File: src/rtl/cpu_cs_useq_ctl.sv
// Control-store microsequencer: issues one microaddress per MACLK pulse and
// executes NEXT/JUMP/CJMP/CALL/RET/STOP commands with a small return stack.
module cpu_cs_useq_ctl #(
  parameter int unsigned STACK_DEPTH = 4
) (
  input  logic        CLK,
  input  logic        RESET_n,
  input  logic        START,
  input  logic [12:0] START_ADDR_12_0,
  input  logic        CMD_VALID,
  input  logic [2:0]  CMD_2_0,
  input  logic        COND,
  input  logic [12:0] TARGET_12_0,
  output logic [12:0] CSA_12_0,
  output logic        MACLK,
  output logic        PD1,
  output logic        BUSY,
  output logic        ERR,
  output logic [1:0]  ERR_CODE_1_0,
  output logic [2:0]  DEPTH_2_0
);

  typedef enum logic [1:0] {StIdle, StIssue, StWait, StError} state_e;

  localparam logic [2:0] CmdNext = 3'b000;
  localparam logic [2:0] CmdJump = 3'b001;
  localparam logic [2:0] CmdCjmp = 3'b010;
  localparam logic [2:0] CmdCall = 3'b011;
  localparam logic [2:0] CmdRet  = 3'b100;
  localparam logic [2:0] CmdStop = 3'b101;

  localparam logic [1:0] ErrNone      = 2'b00;
  localparam logic [1:0] ErrOverflow  = 2'b01;
  localparam logic [1:0] ErrUnderflow = 2'b10;
  localparam logic [1:0] ErrReserved  = 2'b11;

  localparam logic [2:0] FullDepth = 3'(STACK_DEPTH);

  state_e      state_q, state_d;
  logic [12:0] csa_q, csa_d;
  logic [12:0] csa_inc;
  logic [12:0] stack_top;
  logic        maclk_q, pd1_q;
  logic [1:0]  err_code_q, err_code_d;
  logic [2:0]  depth_q, depth_d;
  logic        push, clear_stack;
  logic [12:0] stack_q [STACK_DEPTH];

  // 13-bit add wraps 1FFF to 0000 naturally.
  assign csa_inc = csa_q + 13'd1;

  // Entry depth_q-1 is the top of stack.
  always_comb begin
    stack_top = '0;
    for (int i = 0; i < STACK_DEPTH; i++) begin
      if (depth_q == 3'(i + 1)) stack_top = stack_q[i];
    end
  end

  always_comb begin
    state_d     = state_q;
    csa_d       = csa_q;
    err_code_d  = err_code_q;
    depth_d     = depth_q;
    push        = 1'b0;
    clear_stack = 1'b0;
    unique case (state_q)
      StIdle: begin
        if (START) begin
          csa_d   = START_ADDR_12_0;
          state_d = StIssue;
        end
      end
      StIssue: state_d = StWait;
      StWait: begin
        if (CMD_VALID) begin
          case (CMD_2_0)
            CmdNext: begin
              csa_d   = csa_inc;
              state_d = StIssue;
            end
            CmdJump: begin
              csa_d   = TARGET_12_0;
              state_d = StIssue;
            end
            CmdCjmp: begin
              csa_d   = COND ? TARGET_12_0 : csa_inc;
              state_d = StIssue;
            end
            CmdCall: begin
              if (depth_q == FullDepth) begin
                err_code_d = ErrOverflow;
                state_d    = StError;
              end else begin
                push    = 1'b1;
                depth_d = depth_q + 3'd1;
                csa_d   = TARGET_12_0;
                state_d = StIssue;
              end
            end
            CmdRet: begin
              if (depth_q == 3'd0) begin
                err_code_d = ErrUnderflow;
                state_d    = StError;
              end else begin
                depth_d = depth_q - 3'd1;
                csa_d   = stack_top;
                state_d = StIssue;
              end
            end
            CmdStop: state_d = StIdle;
            default: begin
              err_code_d = ErrReserved;
              state_d    = StError;
            end
          endcase
        end
      end
      StError: begin
        if (START) begin
          clear_stack = 1'b1;
          depth_d     = '0;
          err_code_d  = ErrNone;
          csa_d       = START_ADDR_12_0;
          state_d     = StIssue;
        end
      end
      default: state_d = StIdle;
    endcase
  end

  always_ff @(posedge CLK) begin
    if (!RESET_n) begin
      state_q    <= StIdle;
      csa_q      <= '0;
      maclk_q    <= 1'b0;
      pd1_q      <= 1'b1;
      err_code_q <= ErrNone;
      depth_q    <= '0;
      for (int i = 0; i < STACK_DEPTH; i++) stack_q[i] <= '0;
    end else begin
      state_q    <= state_d;
      csa_q      <= csa_d;
      // Strobes come from the next state so they toggle only on the clock edge.
      maclk_q    <= (state_d == StIssue);
      pd1_q      <= !((state_d == StIssue) || (state_d == StWait));
      err_code_q <= err_code_d;
      depth_q    <= depth_d;
      for (int i = 0; i < STACK_DEPTH; i++) begin
        if (clear_stack) begin
          stack_q[i] <= '0;
        end else if (push && (depth_q == 3'(i))) begin
          stack_q[i] <= csa_inc;
        end
      end
    end
  end

  assign CSA_12_0     = csa_q;
  assign MACLK        = maclk_q;
  assign PD1          = pd1_q;
  assign BUSY         = (state_q == StIssue) || (state_q == StWait);
  assign ERR          = (state_q == StError);
  assign ERR_CODE_1_0 = err_code_q;
  assign DEPTH_2_0    = depth_q;

endmodule

File: config.mk
export PLATFORM = sky130hd
export DESIGN_NAME = cpu_cs_useq_ctl
export DESIGN_NICKNAME = d
export VERILOG_FILES = /design/src/rtl/cpu_cs_useq_ctl.sv
export SDC_FILE = /design/constraint.sdc
export NUM_CORES = 1
export LEC_CHECK = 0
export BUFFER_PORTS_ARGS = -buffer_cell sky130_fd_sc_hd__buf_2
export CAP_MARGIN = 10
export CORE_MARGIN = 4
export CORE_UTILIZATION = 55
export DETAILED_ROUTE_END_ITERATION = 8
export PLACE_DENSITY = 0.87
export SYNTH_ARGS = -nofsm -noshare
export SYNTH_HDL_FRONTEND = slang
export SYNTH_SLANG_ARGS = --single-unit
File: constraint.sdc
create_clock -name CLK -period 2.85 [get_ports CLK]
set_input_delay 0.1425 -clock CLK [delete_from_list [all_inputs] [get_ports CLK]]
set_output_delay 0.1425 -clock CLK [all_outputs]
set_load 0.02 [all_outputs]
==> results.toml <==
[placed_design]
dp_hpwl_um = 7520
routabilityCongestion = 0.892
io_buffers = 55

[global_route]
grt_pass1_wl_um = 17000
grtUsageTotal = 0.258
grt_pass1_vias = 3289
antenna_found_initial = 0
grt_max_degree = 26
globalRouteOverflowTotal = 0

[timing]
slew_headroom = 0.297
tns_ns = 0
rsz0062_at_grt = "false"
finalSetupViolCount = 0
worst_slew_pin_slew_ns = 1.05
period_needed_ns = 2.61
finalMaxSlewViolations = 0
post-route-period-util = 0.915
fmax_ghz = 0.383
fin_worst_skew_ns = 0.00718
hold_violations = 0

[worst_setup_path]
required_ns = 3.10
cp_max_fo = 10
cp-start-kind = "register"
endpoint_kind = "register"
path_class = "reg -> reg"
arrival_ns = 2.86

[layout]
antenna_cells = 0
area_growth_pct = 15.1
nets = 489
final_common_cell = "nor2_1"
final_cell_mix = "nor2_1 (61), buf_2 (55), edfxtp_1 (52)"
fillers = 516
drive_gt1_frac = 0.205

[synthesis]
synth_xor_area_frac = 0.0268
syn-num-nets = 430
seq_area_frac_synth = 0.511
yosys.area_share.simple = 0.188
avgSynthCellArea_um2 = 10.2
synth-seq-cells = 74
ys_types = 59
synth-edff-count = 52
ys_warn_count = 0
synthCells = 385
synthArstFlopShare = 0
synth_top_family_by_area = "compound AO/OA/AOI/OAI gates"
syn_area_mm2 = 0.00392
synth.area.mux_share = 0.00767
yosysTopAreaCell = "edfxtp_1"
synth_top_area_share = 0.399
synth-compound-area-share = 0.194
synth_top_flop_cell = "edfxtp_1"
synth_fa_ha_area_frac = 0.0351
synth.area.top_cells = "edfxtp_1 (40%), dfxtp_1 (11%), nor2_1 (5.8%)"

[clocking]
post_cts_buffers = 0
clkTransAtPathRegs_ns = 0.08
cts_resized = 0
clock-sinks = 74
cts_buffers = 9
htreeDepth = 3
cts_tree = "yes"
cts_hold_buf = 0
cts_root_buf = "clkbuf_8"
clockBufferDepth = 2
clk_latency_ns = 0.35

[power_and_ir_drop]
fin_total_pwr_mw = 3.71
power_density_mw_per_mm2 = 822
p_leak_nw = 1.67
ir_worst_vdd_mv = 0.713

[detailed_routing]
drc = 0
antenna_left = 0
wl_per_cell_um = 19.7
vias_per_cell = 6.33
routed_wl_um = 10800
vias = 3452
drt_iter0_drc = 425
drtPass1Iterations = 5

[floorplan]
core_mm2 = 0.00687
start_util = 0.570
die_area_mm2 = 0.00854
die_w_um = 92.4
ios = 56
die_h_um = 92.4
rows = 30

[flow_run]
cap_violations = 0

[run_status]
status = "finished clean"

[worst_hold_path]
hold_path.class = "in -> reg"
[final cells by class]
| class | count | area [µm²] | share of cell area |
|---|---|---|---|
| clock buffers | 11 | 141 | 0.0313 |
| clock inverters | 5 | 53.8 | 0.0119 |
| inverters | 10 | 37.5 | 0.00832 |
| multi-input cells | 279 | 1770 | 0.392 |
| flip-flops and latches | 74 | 2000 | 0.444 |
| well taps | 96 | 120 | 0.0266 |
| repair buffers | 70 | 388 | 0.0860 |
[cells in the mapped netlist, types with 3 or more instances]
library cell  number
buf_2              3
nand2_1           26
nand2b_1          14
nand4_1            5
and2_1             5
nor2b_1            7
dfxtp_1           22
clkbuf_1          14
a211oi_1           3
a32o_1            10
ha_1              11
nor2_1            61
a21oi_1           25
mux2i_1            3
edfxtp_1          52
inv_1             10
a221o_1            6
nor3_1             4
a221oi_1           6
o21ai_0           23
xnor2_1            7
xor2_1             5
nand3_1            6
o22ai_1            3
o221ai_1           7
[metal layers]
| metal | vias to the layer above | share of wire | GRT usage | wire (µm) |
|---|---|---|---|---|
| li1 | 1552 | - | - | - |
| met1 | 1645 | 0.39 | 0.337 | 4200 |
| met2 | 230 | 0.48 | 0.415 | 5140 |
| met3 | 25 | 0.11 | 0.0715 | 1210 |
| met4 | 0 | 0.020 | 0.0866 | 213 |
| met5 | - | 0 | 0 | 0 |
[registers in the layout, indices dropped and copies added, names as in the netlist]
| register | cells |
|---|---|
| CSA_12_0 | 13 |
| DEPTH_2_0 | 3 |
| ERR_CODE_1_0 | 2 |
| MACLK | 1 |
| PD1 | 1 |
| stack_q | 52 |
| state_q | 2 |
[cell families (layout without fill, tap and decap cells)]
family,Yosys count,after routing
xor gates and xnor gates,12,12
DFF,74,74
buffers and inverters,32,96
AOI/OAI and AO/OA,106,106
adders and majority gates,11,11
and+or+nand+nor,147,147
muxes,3,3
[worst paths after layout]
path / startpoint / to / slack (ns) / depth (start not counted)
worst max register to register: DEPTH_2_0[0] / CSA_12_0[10] / 0.24 / 7
worst max-delay path: DEPTH_2_0[0] / CSA_12_0[10] / 0.24 / 7
worst min register to register: ERR_CODE_1_0[1] / ERR_CODE_1_0[1] / 0.48 / 2
worst min-delay path: RESET_n / PD1 / 0.12 / 2
[per-stage QoR]
stage,setup slack (ns),area (µm²),instances,utilization,hold slack (ns)
2_1_floorplan,0.261,3920,385,-,0.216
3_3_place_gp,0.400,4320,529,0.628,0.445
5_1_grt,0.0726,4510,545,0.657,0.131
6_report,0.242,4510,545,0.657,0.123
3_5_place_dp,0.346,4320,529,0.628,0.465
4_1_cts,0.330,4510,545,0.657,0.114
[critical path: stages (launching register included)]
cell and delay, ns:
dfxtp_1 0.36, ha_1 0.22, ha_1 0.32, nor4b_2 0.91, nand2_1 0.14, a21oi_1 0.21, a2111oi_0 0.09, o32ai_1 0.26
[power breakdown]
group	leakage, nW	internal, mW	switching, mW
clock	0.0946	0.425	0.393
sequential	0.718	1.30	0.176
combinational	0.856	0.499	0.915
(Power assumes the default switching activity.)
